==> src/rtl/if_stage_pkg.sv <==
`default_nettype none
// ============================================================================
//  Module      : if_stage_pkg
//  Description : Shared pipeline definitions for the instruction-fetch stage:
//                datapath width, NOP encoding, HALT opcode and the fetch
//                state encoding.
//  Revision    : 1.0  initial release
// ============================================================================
package if_stage_pkg;

    localparam int unsigned c_WIDTH       = 16;
    localparam logic [15:0] c_NOP_INSTR   = 16'h0000;
    localparam logic [3:0]  c_HALT_OPCODE = 4'hF;

    // Fetch state: RUN fetches sequentially, HALT freezes the PC.
    typedef enum logic [0:0] {
        ST_RUN  = 1'b0,
        ST_HALT = 1'b1
    } fetch_state_e;

endpackage : if_stage_pkg
`default_nettype wire

==> src/rtl/if_stage_if_id_register.sv <==
`default_nettype none
// ============================================================================
//  Module      : if_stage_if_id_register
//  Description : IF/ID pipeline register with flush and hold.
//                Priority per edge: rst > i_flush > i_hold > i_load > NOP.
//                Without flush, hold or load the register takes a NOP
//                bubble (used while fetch is halted).
//  Ports       : clk, rst           clock (negedge active), sync reset
//                i_flush            load a NOP bubble (redirect)
//                i_hold             keep current contents (stall)
//                i_load             capture i_instr / i_addr as valid
//                i_instr, i_addr    fetched word and its PC+1
//                o_instr, o_addr,   registered instruction, PC+1, valid
//                o_valid
//  Revision    : 1.0  initial release
// ============================================================================
module if_stage_if_id_register
    import if_stage_pkg::*;
#(
    parameter int unsigned WIDTH = c_WIDTH
) (
    input  logic             clk,
    input  logic             rst,
    input  logic             i_flush,
    input  logic             i_hold,
    input  logic             i_load,
    input  logic [WIDTH-1:0] i_instr,
    input  logic [WIDTH-1:0] i_addr,
    output logic [WIDTH-1:0] o_instr,
    output logic [WIDTH-1:0] o_addr,
    output logic             o_valid
);

    logic [WIDTH-1:0] r_instr_q, w_instr_d;
    logic [WIDTH-1:0] r_addr_q,  w_addr_d;
    logic             r_valid_q, w_valid_d;

    always_comb begin
        w_instr_d = r_instr_q;
        w_addr_d  = r_addr_q;
        w_valid_d = r_valid_q;
        if (i_flush) begin
            w_instr_d = WIDTH'(c_NOP_INSTR);
            w_addr_d  = '0;
            w_valid_d = 1'b0;
        end else if (i_hold) begin
            w_instr_d = r_instr_q;
            w_addr_d  = r_addr_q;
            w_valid_d = r_valid_q;
        end else if (i_load) begin
            w_instr_d = i_instr;
            w_addr_d  = i_addr;
            w_valid_d = 1'b1;
        end else begin
            w_instr_d = WIDTH'(c_NOP_INSTR);
            w_addr_d  = '0;
            w_valid_d = 1'b0;
        end
    end

    // Pipeline registers in this design all update on the falling edge.
    always_ff @(negedge clk) begin
        if (rst) begin
            r_instr_q <= '0;
            r_addr_q  <= '0;
            r_valid_q <= 1'b0;
        end else begin
            r_instr_q <= w_instr_d;
            r_addr_q  <= w_addr_d;
            r_valid_q <= w_valid_d;
        end
    end

    assign o_instr = r_instr_q;
    assign o_addr  = r_addr_q;
    assign o_valid = r_valid_q;

endmodule : if_stage_if_id_register
`default_nettype wire

==> src/rtl/if_stage.sv <==
`default_nettype none
// ============================================================================
//  Module      : if_stage
//  Description : Instruction-fetch stage. Owns the PC, drives the
//                instruction-memory address, and feeds the IF/ID register.
//                Handles load-use stall, EX branch redirect, ID jump
//                redirect and a HALT state entered on the HALT opcode.
//  Ports       : clk, reset                   clock (negedge), sync reset
//                stall                        hold PC and IF/ID
//                branch_taken, branch_target  EX redirect (highest)
//                jump, jump_target            ID redirect
//                imem_addr / imem_data        combinational imem read
//                instruction_out, address_out,
//                valid_out                    IF/ID contents
//                halted                       fetch is in HALT
//                fetch_count                  words accepted into IF/ID
//  Revision    : 1.0  initial release
// ============================================================================
module if_stage
    import if_stage_pkg::*;
#(
    parameter int unsigned      WIDTH       = c_WIDTH,
    parameter logic [WIDTH-1:0] RESET_PC    = '0,
    parameter logic [3:0]       HALT_OPCODE = c_HALT_OPCODE
) (
    input  logic             clk,
    input  logic             reset,
    input  logic             stall,
    input  logic             branch_taken,
    input  logic [WIDTH-1:0] branch_target,
    input  logic             jump,
    input  logic [WIDTH-1:0] jump_target,
    output logic [WIDTH-1:0] imem_addr,
    input  logic [WIDTH-1:0] imem_data,
    output logic [WIDTH-1:0] instruction_out,
    output logic [WIDTH-1:0] address_out,
    output logic             valid_out,
    output logic             halted,
    output logic [WIDTH-1:0] fetch_count
);

    localparam logic [WIDTH-1:0] c_ONE = {{(WIDTH-1){1'b0}}, 1'b1};

    fetch_state_e     r_state_q, w_state_d;
    logic [WIDTH-1:0] r_pc_q,    w_pc_d;
    logic [WIDTH-1:0] r_count_q, w_count_d;

    logic             w_redirect;
    logic             w_fetch;
    logic             w_is_halt;
    logic [WIDTH-1:0] w_pc_inc;

    assign w_redirect = branch_taken | jump;
    assign w_pc_inc   = r_pc_q + c_ONE;
    assign w_is_halt  = (imem_data[WIDTH-1 -: 4] == HALT_OPCODE);
    // A normal fetch happens only in RUN with no redirect and no stall.
    assign w_fetch    = (r_state_q == ST_RUN) && !w_redirect && !stall;

    always_comb begin
        w_state_d = r_state_q;
        w_pc_d    = r_pc_q;
        w_count_d = r_count_q;
        if (branch_taken) begin
            w_pc_d    = branch_target;
            w_state_d = ST_RUN;
        end else if (jump) begin
            w_pc_d    = jump_target;
            w_state_d = ST_RUN;
        end else if (w_fetch) begin
            w_count_d = r_count_q + c_ONE;
            if (w_is_halt) begin
                // The halt word is delivered downstream but the PC parks on it.
                w_state_d = ST_HALT;
            end else begin
                w_pc_d = w_pc_inc;
            end
        end
    end

    always_ff @(negedge clk) begin
        if (reset) begin
            r_state_q <= ST_RUN;
            r_pc_q    <= RESET_PC;
            r_count_q <= '0;
        end else begin
            r_state_q <= w_state_d;
            r_pc_q    <= w_pc_d;
            r_count_q <= w_count_d;
        end
    end

    // In HALT a stall has no extra effect: IF/ID keeps taking bubbles.
    if_stage_if_id_register #(
        .WIDTH (WIDTH)
    ) u_if_id (
        .clk     (clk),
        .rst     (reset),
        .i_flush (w_redirect),
        .i_hold  (stall && (r_state_q == ST_RUN)),
        .i_load  (w_fetch),
        .i_instr (imem_data),
        .i_addr  (w_pc_inc),
        .o_instr (instruction_out),
        .o_addr  (address_out),
        .o_valid (valid_out)
    );

    assign imem_addr   = r_pc_q;
    assign halted      = (r_state_q == ST_HALT);
    assign fetch_count = r_count_q;

endmodule : if_stage
`default_nettype wire
==> config.mk <==
export PLATFORM = sky130hd
export DESIGN_NAME = if_stage
export DESIGN_NICKNAME = d
export VERILOG_FILES = /design/src/rtl/if_stage_pkg.sv /design/src/rtl/if_stage_if_id_register.sv /design/src/rtl/if_stage.sv
export SDC_FILE = /design/constraint.sdc
export NUM_CORES = 1
export LEC_CHECK = 0
export BUFFER_PORTS_ARGS = -buffer_cell sky130_fd_sc_hd__buf_2
export CAP_MARGIN = 25
export CORE_MARGIN = 5
export CORE_UTILIZATION = 53
export DETAILED_ROUTE_END_ITERATION = 16
export PLACE_DENSITY = 0.91
export SETUP_SLACK_MARGIN = 0.02
export SLEW_MARGIN = 40
export SYNTH_ARGS = -nofsm -noshare
export SYNTH_HDL_FRONTEND = slang
export SYNTH_SLANG_ARGS = --single-unit
==> constraint.sdc <==
create_clock -name clk -period 3.58 [get_ports clk]
set_input_delay 0 -clock clk [delete_from_list [all_inputs] [get_ports clk]]
set_output_delay 0 -clock clk [all_outputs]
set_load 0.05 [all_outputs]
==> metrics.md, run 1 <==
| Metric | Value |
|---|---|
| Result of the run | finished clean |
| Final-stage net count | 617 |
| Wire length per cell | 16.2 um |
| Non-filler cells in the finished layout | 642 |
| Post-synthesis to final-layout area growth | 35.6% |
| Library cells used by synthesis | 55 |
| Adder and majority cell fraction of the synthesized area | 0.780% |
| Critical path startpoint category | input pin |
| Cell breakdown of the critical path | buf_2, nor4_4, nand3_1, nor4_1, mux2_2 |
| Count of buffer and inverter cells on the critical path | 1 |
| Global-route wire length before repair | 17000 um |
| Dominant combinational cell family by area after synthesis | compound AO/OA/AOI/OAI gates |
| Unrepaired setup endpoints after global routing | no |
| Portion of synthesized cell area occupied by the leading cell type | 41.2% |
| Number of vias per cell | 5.90 |
| Dpl hpwl | 7250 um |
| Crit path capture type | register |
| Final worst-path setup slack | 0.438 ns |
| Reg-to-reg startpoint | imem_addr[0]$_SDFFE_NP0P_ |
| Number of cells on the critical path | 5 |
| Count of clock tree sinks | 66 |
| Avg Inst Size Synth | 8.44 um2 |
| Delay-heaviest family, CP | simple AND/OR/NAND/NOR gates |
| Static leakage power | 2.09 nW |
| Worst max-slew margin expressed relative to the limit | 51.1% |
| Pre-CTS setup slack | 0.0603 ns |
| Placed Area | 3870 um2 |
| Max Cap Violations | 0 |
| Setup CP Type | in2reg |
| Violation count after the first detailed-routing iteration | 343 |
| Min Hold Slack | 0.446 ns |
| Number of rows in the core area | 28 |
| Total power divided by cell area | 486 nW/um2 |
| DRC viols | 0 |
| Final setup fails | 0 |
| Power consumption | 2.11 mW |
| Net count after synthesis | 435 |
| Overall via count from detail_route | 3785 |
| Filler instances | 432 |
| Top-level port count | 119 |
| Overall die height | 87.8 um |
| Number of iterations in the first detailed-routing pass | 6 |
| Most frequent cells after synthesis | 66 x sky130_fd_sc_hd__dfxtp_1, 43 x sky130_fd_sc_hd__nor2_1, 31 x sky130_fd_sc_hd__a21oi_1 |
| Overall die area | 7710 um2 |
| Initial antenna violation count | 0 |
| Post-synthesis share of cell area spent on xor and xnor gates | 3.82% |
| Leftover overflow at the end of global routing | 0 |
| Share of cell area taken by muxes after synthesis | 0.663% |
| Crit-path max FO | 8 |
| Final core utilization | 73.9% |
| Count of cells along the worst hold path | 2 |
| Crit-path slowest cell | sky130_fd_sc_hd__nor4_4 |
| Final-report max-slew violation count | 0 |
| Main area contributors after synthesis | sky130_fd_sc_hd__dfxtp_1 41%, sky130_fd_sc_hd__nor2_1 5.0%, sky130_fd_sc_hd__a21oi_1 4.8% |
| Number of buffers inserted by port buffering | 118 |
| Arrival time at the worst endpoint | 1.63 ns |
| Gate count of the mapped netlist | 380 |
| Number of H-tree levels | 3 |
| Final count of hold timing violations | 0 |
| Largest area contributor in the synthesized netlist | sky130_fd_sc_hd__dfxtp_1 |
| Most frequently used flop master after synthesis | sky130_fd_sc_hd__dfxtp_1 |
| Delay of the slowest cell on the worst path | 0.41 ns |
| Simple-Gate Fraction of Synth Area | 21.6% |
| Transition time at the pin with the least slew margin | 0.726 ns |
| GRT Util Overall | 27.9% |
| Startpoint of the lowest-slack hold path | u_if_id.o_addr[6]$_SDFFE_NP0N_ |
| Vias in the first global route | 3796 |
| Number of hold-repair buffers added at the cts stage | 0 |
| Async S/R FF share, synth | 0% |
| Cells after DPL | 561 |
| Maximum root-to-sink buffer count | 2 |
| CTS tree | done |
| Worst hold path type | reg2reg |
| Antenna viol nets, final | 0 |
| Worst reg2reg path depth | 5 |
| Mapped cell area | 3210 um2 |
| Yosys synthesis warning count | 0 |
| Layout cell share with drive strength beyond 1 | 28.6% |
| Core outline area | 5890 um2 |
| Detailed-route wire length | 10400 um |
| Library cell with the highest instance count after synthesis | sky130_fd_sc_hd__dfxtp_1 |
| Start point of the critical path | jump |
| CP required | 2.07 ns |
| CTS Root Cell | sky130_fd_sc_hd__clkbuf_8 |
| Complex-gate fraction of the synthesized area | 26.1% |
| Number of buffers added for setup after CTS | 0 |
| Fin area | 4350 um2 |
| Clock insertion delay at the later pin of the skew report | 0.41 ns |
| Starting density of the core | 54.5% |
| Number of gates given a new drive strength after cts | 0 |
| Flip-flop and latch count after synthesis | 66 |
| Routability congestion estimate | 0.927 |
| Fin Clk Skew | 0.0250 ns |
| Number of CTS-inserted buffers | 9 |
| Max VDD drop | 302 uV |
| Maximum number of pins on one net before global-route repair | 28 |
| Post-synth EDFFs | 0 |
| Sequential share of the synthesized area | 41.2% |
| Aggregate negative setup slack | 0 ns |
| Diode count | 0 |
| Clock transition at the register clock pins on the worst setup and hold paths after CTS | 0.04 ns |
| Horizontal die dimension | 87.8 um |
where the power goes:
part	total [mW]	internal, mW	switching [mW]	leakage (nW)
Clock	1.07	0.559	0.512	0.473
Sequential	0.785	0.758	0.0267	0.536
Combinational	0.259	0.0889	0.170	1.08
layout make-up:
type / instances / area (um2) / share of cell area (%)
clock buffers: 9 / 124 / 2.85
clock inverters: 73 / 362 / 8.31
flip-flops and latches: 66 / 1320 / 30.4
multi-input cells: 273 / 1700 / 39.1
repair buffers: 132 / 696 / 16.0
inverters: 14 / 52.6 / 1.21
well taps: 75 / 93.8 / 2.16
per-layer routing:
| layer | global-route usage (%) | wire length [um] | share of wire, % |
|---|---|---|---|
| met5 | 0 | 0 | 0 |
| met4 | 12.8 | 282 | 2.7 |
| met3 | 13.2 | 1290 | 12 |
| met2 | 45.6 | 4870 | 47 |
| met1 | 30.7 | 3960 | 38 |
logic make-up (layout without fill, tap and decap cells):
group / count (synthesis) / in the layout
AND/OR/NAND/NOR: 136 / 136
multiplexers: 2 / 2
buffers and inverters: 41 / 228
flip-flops: 66 / 66
XOR/XNOR: 14 / 14
adder cells (fa/ha/maj): 2 / 2
AO/OA/AOI/OAI: 119 / 119
flip-flops by register name (all words and copies together), names as in the netlist:
name,flops
halted,1
u_if_id.o_addr,16
u_if_id.o_valid,1
imem_addr,16
fetch_count,16
u_if_id.o_instr,16
cell usage in the layout, fill, tap and decap left out, types with 9 or more instances in the layout:
cell / Yosys / final
sky130_fd_sc_hd__a21oi_1: 31 / 31
sky130_fd_sc_hd__clkbuf_8: 0 / 9
sky130_fd_sc_hd__inv_1: 13 / 79
sky130_fd_sc_hd__nand3_1: 14 / 14
sky130_fd_sc_hd__a22oi_1: 20 / 20
sky130_fd_sc_hd__buf_4: 1 / 14
sky130_fd_sc_hd__o21ai_0: 13 / 13
sky130_fd_sc_hd__nor2_1: 43 / 43
sky130_fd_sc_hd__dfxtp_1: 66 / 66
sky130_fd_sc_hd__nand2_1: 30 / 30
sky130_fd_sc_hd__nand4_1: 13 / 13
sky130_fd_sc_hd__buf_2: 6 / 118
tightest hold or removal path: cells and delay by family, from the launching register on:
family / cells / cell delay (ns)
compound gates: 1 / 0.05
flops: 1 / 0.30
simple gates: 1 / 0.05
final timing paths:
check	endpoint	slack [ns]
setup / recovery	fetch_count[14]$_SDFFE_NP0P_	0.44
hold / removal	u_if_id.o_addr[6]$_SDFFE_NP0N_	0.45
setup reg to reg	imem_addr[12]$_SDFFE_NP0P_	1.17
hold reg to reg	u_if_id.o_addr[6]$_SDFFE_NP0N_	0.45
No activity file was read; power rests on OpenSTA's default activity.
==> run 2: changes to the inputs <==
ABC_AREA = 1   (was default)
CORE_UTILIZATION = 54   (was 53)
PLACE_DENSITY = 0.92   (was 0.91)
==> metrics.md, run 2 <==
| Metric | Value |
|---|---|
| Result of the run | finished clean |
| Final-stage net count | 733 (+19%) |
| DRC viols | 0 (unchanged) |
| Number of hold-repair buffers added at the cts stage | 0 (unchanged) |
| Final setup fails | 0 (unchanged) |
| Number of gates given a new drive strength after cts | 0 (unchanged) |
| Share of power burned in registers | 39.7% (+2.6 points) |
| Final core utilization | 73.5% (-0.42 points) |
| Flip-flop and latch count after synthesis | 66 (unchanged) |
| Cell breakdown of the critical path | buf_2 |
| Max Cap Violations | 0 (unchanged) |
| Antenna viol nets, final | 0 (unchanged) |
| Overall die area | 7770 um2 (+0.76%) |
| Number of iterations in the first detailed-routing pass | 5 (-1) |
| Number of CTS-inserted buffers | 9 (unchanged) |
| Leftover overflow at the end of global routing | 0 (unchanged) |
| Sequential standard cell area | 1320 um2 (unchanged) |
| Yosys synthesis warning count | 0 (unchanged) |
| Largest area contributor in the synthesized netlist | sky130_fd_sc_hd__dfxtp_1 |
| Library cell with the highest instance count after synthesis | sky130_fd_sc_hd__nand2_1 |
| Async S/R FF share, synth | 0% (unchanged) |
| Critical path startpoint category | register |
| Most frequent cells after synthesis | 149 x sky130_fd_sc_hd__nand2_1, 74 x sky130_fd_sc_hd__a21oi_1, 68 x sky130_fd_sc_hd__nor2_1 |
| Net count after synthesis | 556 (+28%) |
| Mapped cell area | 3300 um2 (+2.8%) |
| Start point of the critical path | imem_addr[7]$_SDFFE_NP0P_ |
| Setup CP Type | reg2out |
| Most frequent cells in the layout | 149 x sky130_fd_sc_hd__nand2_1, 118 x sky130_fd_sc_hd__buf_2, 100 x sky130_fd_sc_hd__inv_1 |
| Arrival time at the worst endpoint | 2.95 ns (+1.32 ns) |
| Violation count after the first detailed-routing iteration | 289 (-16%) |
| Portion of synthesized cell area occupied by the leading cell type | 40.1% (-1.1 points) |
| Wire length per cell | 13.6 um (-16%) |
| Routability congestion estimate | 0.950 (+2.5%) |
| Clock network fraction of design power | 47.4% (-3.2 points) |
| Clock transition at the register clock pins on the worst setup and hold paths after CTS | 0.05 ns (about the same) |
| Clock insertion delay at the later pin of the skew report | 0.40 ns (about the same) |
| Overall die height | 88.1 um (+0.38%) |
| Post-synthesis share of cell area spent on xor and xnor gates | 2.13% (-1.7 points) |
| Number of rows in the core area | 28 (unchanged) |
| Detailed-route wire length | 10300 um (-0.76%) |
| Most common cell after layout, fill and taps aside | sky130_fd_sc_hd__nand2_1 |
| Crit-path max FO | 6 (-2) |
| Post-synth EDFFs | 0 (unchanged) |
| Most frequently used flop master after synthesis | sky130_fd_sc_hd__dfxtp_1 |
| Avg Inst Size Synth | 6.58 um2 (-22%) |
| Capturing point of the worst reg2reg path | imem_addr[6]$_SDFFE_NP0P_ |
| Dominant combinational cell family by area after synthesis | simple AND/OR/NAND/NOR gates |
| Final-report max-slew violation count | 0 (unchanged) |
| Transition time at the pin with the least slew margin | 0.577 ns (-0.150 ns) |
| Number of H-tree levels | 3 (unchanged) |
| Final count of hold timing violations | 0 (unchanged) |
| Worst reg2reg path depth | 6 (+1) |
| GRT Util Overall | 26.8% (-1.1 points) |
| CTS Root Cell | sky130_fd_sc_hd__clkbuf_8 |
| Startpoint of the lowest-slack hold path | u_if_id.o_instr[1]$_SDFFE_NP0N_ |
| Sw Ratio | 36.6% (+3.0 points) |
| Main area contributors after synthesis | sky130_fd_sc_hd__dfxtp_1 40%, sky130_fd_sc_hd__nand2_1 17%, sky130_fd_sc_hd__a21oi_1 11% |
| Count of buffer and inverter cells on the critical path | 1 (unchanged) |
| Worst hold path type | reg2reg |
| Pre-CTS setup slack | 0.364 ns (+0.303 ns) |
| Core outline area | 5920 um2 (+0.60%) |
| Hold Crit Endpoint | u_if_id.o_instr[1]$_SDFFE_NP0N_ |
| Library cells used by synthesis | 36 (-35%) |
| Final worst-path setup slack | 0.629 ns (+0.191 ns) |
| Delay of the slowest cell on the worst path | 0.45 ns (+0.04 ns) |
| Crit path capture type | output pin |
| Number of vias per cell | 5.27 (-11%) |
| Horizontal die dimension | 88.1 um (+0.38%) |
| Count of clock tree sinks | 66 (unchanged) |
| Share of total power in combinational logic | 12.9% (+0.6 points) |
| Area of combinational cells with multiple inputs | 1720 um2 (+1.3%) |
| Number of buffers inserted by port buffering | 118 (unchanged) |
| Starting density of the core | 55.7% (+1.2 points) |
| Dpl hpwl | 7000 um (-3.5%) |
| Crit-path slowest cell | sky130_fd_sc_hd__dfxtp_1 |
| Unrepaired setup endpoints after global routing | no |
| CP required | 3.58 ns (+1.51 ns) |
| Overall via count from detail_route | 3994 (+5.5%) |
| Initial antenna violation count | 0 (unchanged) |
| Layout cell share with drive strength beyond 1 | 21.8% (-6.8 points) |
| Power Internal | 1.26 mW (-10%) |
| Post-synthesis to final-layout area growth | 32.0% |
| Switching pwr | 0.725 mW (+2.3%) |
| Max VDD drop | 274 uV (-9.1%) |
| CTS tree | done |
| Reg-to-reg startpoint | imem_addr[1]$_SDFFE_NP0P_ |
| Register-to-Register Setup Slack | 1.81 ns (+0.64 ns) |
| Sequential share of the synthesized area | 40.1% (-1.1 points) |
| Delay-heaviest family, CP | flip-flops |
| Maximum number of pins on one net before global-route repair | 35 (+25%) |
| Global-route wire length before repair | 16500 um (-2.9%) |
| Share of cell area taken by muxes after synthesis | 0% (-0.66 points) |
| Number of buffers added for setup after CTS | 0 (unchanged) |
| Adder and majority cell fraction of the synthesized area | 0.759% (-0.021 points) |
| Aggregate negative setup slack | 0 ns (unchanged) |
| Total power divided by cell area | 456 nW/um2 (-6.2%) |
| Diode count | 0 (unchanged) |
| Worst max-slew margin expressed relative to the limit | 61.5% (+10 points) |
| Complex-gate fraction of the synthesized area | 16.7% (-9.4 points) |
| Fin Clk Skew | 0.0308 ns (+0.00578 ns) |
| Count of cells along the worst hold path | 2 (unchanged) |
| Maximum root-to-sink buffer count | 2 (unchanged) |
| Simple-Gate Fraction of Synth Area | 32.5% (+11 points) |
| Static leakage power | 2.21 nW (+6.2%) |
| Vias in the first global route | 3879 (+2.2%) |
| Top-level port count | 119 (unchanged) |
| Gate count of the mapped netlist | 501 (+32%) |
| Filler instances | 492 (+14%) |
## run 2: cell count changes in the layout (fill, tap and decap cells not counted), sizes merged, moves of 8 or more
| cell | previous run | this run |
|---|---|---|
| a21oi | 31 | 74 |
| nor4 | 9 | 0 |
| buf | 132 | 123 |
| nand4 | 13 | 5 |
| a22oi | 20 | 1 |
| inv | 81 | 103 |
| o21ai | 15 | 29 |
| nand3 | 14 | 23 |
| nor2 | 43 | 70 |
| nand2 | 30 | 150 |
## run 2: per-stage QoR
| step | hold slack [ns] | cells | area (um2) | power (mW) |
|---|---|---|---|---|
| 4_1_cts | 0.458 | 758 | 4350 | 2.00 |
| 6_report | 0.456 | 758 | 4350 | 1.98 |
| 3_3_place_gp | 0.449 | 677 | 3910 | 1.15 |
| 2_1_floorplan | 0.686 | 501 | 3300 | 1.08 |
| 3_5_place_dp | 0.452 | 677 | 3910 | 1.16 |
| 5_1_grt | 0.473 | 758 | 4350 | 2.12 |
## run 2: area by class of cell
class / instances / area share [%]
inverter: 36 / 3.16
clock buffer: 9 / 2.85
clock inverter: 73 / 7.45
tap: 75 / 2.16
sequential: 66 / 30.4
multi-input combinational: 376 / 39.6
timing repair buffer: 123 / 14.4
## run 2: worst max path at each step
stage | to | slack (ns) | cells past startpoint
after detailed placement | u_if_id.o_addr[3]$_SDFFE_NP0N_ | 0.36 | 7
after global routing | imem_addr[0] | 0.55 | 1
after floorplan | imem_addr[0]$_SDFFE_NP0P_ | 0.89 | 7
final | imem_addr[7] | 0.63 | 1
after CTS | imem_addr[0] | 0.62 | 1
after global placement | u_if_id.o_instr[5]$_SDFFE_NP0N_ | 0.47 | 7
## run 2: per-layer routing
layer | share of wire (%) | global-route usage [%]
met2 | 47 | 43.9
met1 | 40 | 30.9
met5 | 0 | 0
met3 | 11 | 9.31
met4 | 1.3 | 13.7
## run 2: cell families (layout without fill, tap and decap cells)
family,after synthesis,in the layout
AO/OA/AOI/OAI,108,108
XOR/XNOR,8,8
adder cells (fa/ha/maj),2,2
buffers and inverters,59,241
flip-flops,66,66
AND/OR/NAND/NOR,258,258
## run 2: power groups by stage
stage | sequential [mW] | combinational [mW] | clock, mW
2_1_floorplan | 0.856 | 0.108 | 0.114
3_3_place_gp | 0.794 | 0.245 | 0.114
3_5_place_dp | 0.796 | 0.249 | 0.114
4_1_cts | 0.786 | 0.253 | 0.960
5_1_grt | 0.788 | 0.277 | 1.06
6_report | 0.788 | 0.256 | 0.940
==> run 3: changes to the inputs <==
CORE_UTILIZATION = 50   (was 54)
PLACE_DENSITY = 0.86   (was 0.92)
clock period = 2.97 ns   (was 3.58 ns; I/O delays follow)
==> metrics.md, run 3 (same netlist as run 2, synthesis figures left out) <==
| Metric | Value |
|---|---|
| Result of the run | finished clean |
| CTS tree | done |
| Antenna viol nets, final | 0 (unchanged) |
| Critical path startpoint category | register |
| CTS Root Cell | sky130_fd_sc_hd__clkbuf_8 |
| Vias in the first global route | 3922 (+1.1%) |
| Dpl hpwl | 6910 um (-1.3%) |
| Delay of the slowest cell on the worst path | 0.46 ns (about the same) |
| Count of clock tree sinks | 66 (unchanged) |
| Fin area | 4390 um2 (+1.0%) |
| Maximum number of pins on one net before global-route repair | 38 (+8.6%) |
| Setup CP Type | reg2out |
| Layout cell share with drive strength beyond 1 | 21.9% (+0.082 points) |
| Violation count after the first detailed-routing iteration | 263 (-9.0%) |
| Aggregate negative setup slack | 0 ns (unchanged) |
| Number of CTS-inserted buffers | 9 (unchanged) |
| Wire length per cell | 13.0 um (-4.3%) |
| Number of rows in the core area | 29 (+3.6%) |
| Overall die area | 8310 um2 (+7.1%) |
| Overall via count from detail_route | 3968 (-0.65%) |
| Final-report max-slew violation count | 0 (unchanged) |
| Routability congestion estimate | 0.951 (about the same) |
| Clock insertion delay at the later pin of the skew report | 0.39 ns (about the same) |
| Diode count | 0 (unchanged) |
| Maximum root-to-sink buffer count | 2 (unchanged) |
| Number of hold-repair buffers added at the cts stage | 0 (unchanged) |
| Max VDD drop | 346 uV (+26%) |
| Final-stage net count | 735 (+0.27%) |
| Unrepaired setup endpoints after global routing | no |
| DRC viols | 0 (unchanged) |
| Number of buffers added for setup after CTS | 0 (unchanged) |
| Placed Area | 3940 um2 (+0.77%) |
| Post-synthesis to final-layout area growth | 33.3% |
| Starting density of the core | 51.6% (-4.1 points) |
| Overall die height | 91.2 um (+3.5%) |
| Arrival time at the worst endpoint | 2.65 ns (-0.30 ns) |
| Worst hold path type | reg2reg |
| Number of iterations in the first detailed-routing pass | 5 (unchanged) |
| Count of buffer and inverter cells on the critical path | 1 (unchanged) |
| Number of vias per cell | 5.21 (-1.2%) |
| Max Cap Violations | 0 (unchanged) |
| Cell breakdown of the critical path | buf_2 |
| Leftover overflow at the end of global routing | 0 (unchanged) |
| Top-level port count | 119 (unchanged) |
| Min Hold Slack | 0.457 ns (+0.000771 ns) |
| Fin Clk Skew | 0.0150 ns (-0.0158 ns) |
| Crit path capture type | output pin |
| Initial antenna violation count | 0 (unchanged) |
| Transition time at the pin with the least slew margin | 0.386 ns (-0.191 ns) |
| Clock transition at the register clock pins on the worst setup and hold paths after CTS | 0.04 ns (about the same) |
| Most frequent cells in the layout | 149 x sky130_fd_sc_hd__nand2_1, 118 x sky130_fd_sc_hd__buf_2, 101 x sky130_fd_sc_hd__inv_1 |
| Filler instances | 575 (+17%) |
| Crit-path max FO | 6 (unchanged) |
| Horizontal die dimension | 91.2 um (+3.5%) |
| Worst max-slew margin expressed relative to the limit | 74.1% (+13 points) |
| Final count of hold timing violations | 0 (unchanged) |
| GRT Util Overall | 24.2% (-2.6 points) |
| Total power divided by cell area | 554 nW/um2 (+21%) |
| Number of buffers inserted by port buffering | 118 (unchanged) |
| Crit-path slowest cell | sky130_fd_sc_hd__dfxtp_1 |
| Worst reg2reg path depth | 7 (+1) |
| Delay-heaviest family, CP | flip-flops |
| Most common cell after layout, fill and taps aside | sky130_fd_sc_hd__nand2_1 |
| Final setup fails | 0 (unchanged) |
| Detailed-route wire length | 9940 um (-3.8%) |
| Number of H-tree levels | 3 (unchanged) |
| CP required | 2.97 ns (-0.61 ns) |
| Global-route wire length before repair | 17000 um (+2.8%) |
| Number of cells on the critical path | 1 (unchanged) |
| Final core utilization | 68.8% (-4.7 points) |
| Count of cells along the worst hold path | 2 (unchanged) |
| Number of gates given a new drive strength after cts | 0 (unchanged) |
| Core outline area | 6390 um2 (+7.9%) |
| Static leakage power | 2.24 nW (+1.1%) |
-- run 3: cell count changes in the layout (fill, tap and decap cells not counted) --
cell | previous run | this run
sky130_fd_sc_hd__bufinv_16 | 1 | 2
sky130_fd_sc_hd__inv_4 | 2 | 3
sky130_fd_sc_hd__inv_6 | 1 | 0
sky130_fd_sc_hd__buf_12 | 0 | 1
sky130_fd_sc_hd__inv_1 | 100 | 101
sky130_fd_sc_hd__buf_4 | 5 | 6
sky130_fd_sc_hd__clkinv_4 | 3 | 1
-- run 3: area by class of cell --
class                           count  area [um2]  area share (%)
Multi-Input combinational cell    376        1720            39.2
Clock buffer                        9         124            2.82
Inverter                           36         138            3.13
Timing Repair Buffer              125         656            14.9
Clock inverter                     73         338            7.69
Sequential cell                    66        1320            30.1
Tap cell                           77        96.3            2.19
-- run 3: final timing paths --
| check | startpoint | slack (ns) | to |
|---|---|---|---|
| max | imem_addr[2]$_SDFFE_NP0P_ | 0.32 | imem_addr[2] |
| min | u_if_id.o_instr[13]$_SDFFE_NP0N_ | 0.46 | u_if_id.o_instr[13]$_SDFFE_NP0N_ |
| max reg2reg | imem_addr[0]$_SDFFE_NP0P_ | 1.26 | imem_addr[14]$_SDFFE_NP0P_ |
| min reg2reg | u_if_id.o_instr[13]$_SDFFE_NP0N_ | 0.46 | u_if_id.o_instr[13]$_SDFFE_NP0N_ |
-- run 3: metrics by stage --
| step | std cells | setup slack (ns) | power [mW] |
|---|---|---|---|
| 2_1_floorplan | 501 | 0.589 | 1.30 |
| 3_3_place_gp | 681 | 0.257 | 1.39 |
| 3_5_place_dp | 681 | 0.167 | 1.40 |
| 4_1_cts | 762 | 0.308 | 2.46 |
| 5_1_grt | 762 | 0.238 | 2.63 |
| 6_report | 762 | 0.318 | 2.43 |
-- run 3: per-layer routing --
layer,routed length [um],up-vias,part of all wire [%],global-route usage [%]
li1,-,1974,-,-
met5,0,-,0,0
met4,135,0,1.4,10.8
met1,4200,1766,42,29.5
met2,4660,213,47,37.4
met3,942,15,9.5,9.75
-- run 3: report_power, final --
group	internal, mW	switching (mW)	leakage (nW)
clock	0.587	0.586	0.463
sequential	0.916	0.0341	0.536
combinational	0.0944	0.215	1.24
-- run 3: worst reg2reg max path, stage by stage (launching register included) --
cell and delay (ns):
sky130_fd_sc_hd__dfxtp_1 0.45, sky130_fd_sc_hd__ha_1 0.23, sky130_fd_sc_hd__nand3_1 0.14, sky130_fd_sc_hd__nor2_1 0.27, sky130_fd_sc_hd__nand4_1 0.18, sky130_fd_sc_hd__nand3_1 0.13
sky130_fd_sc_hd__nand2_1 0.07, sky130_fd_sc_hd__a21oi_1 0.16
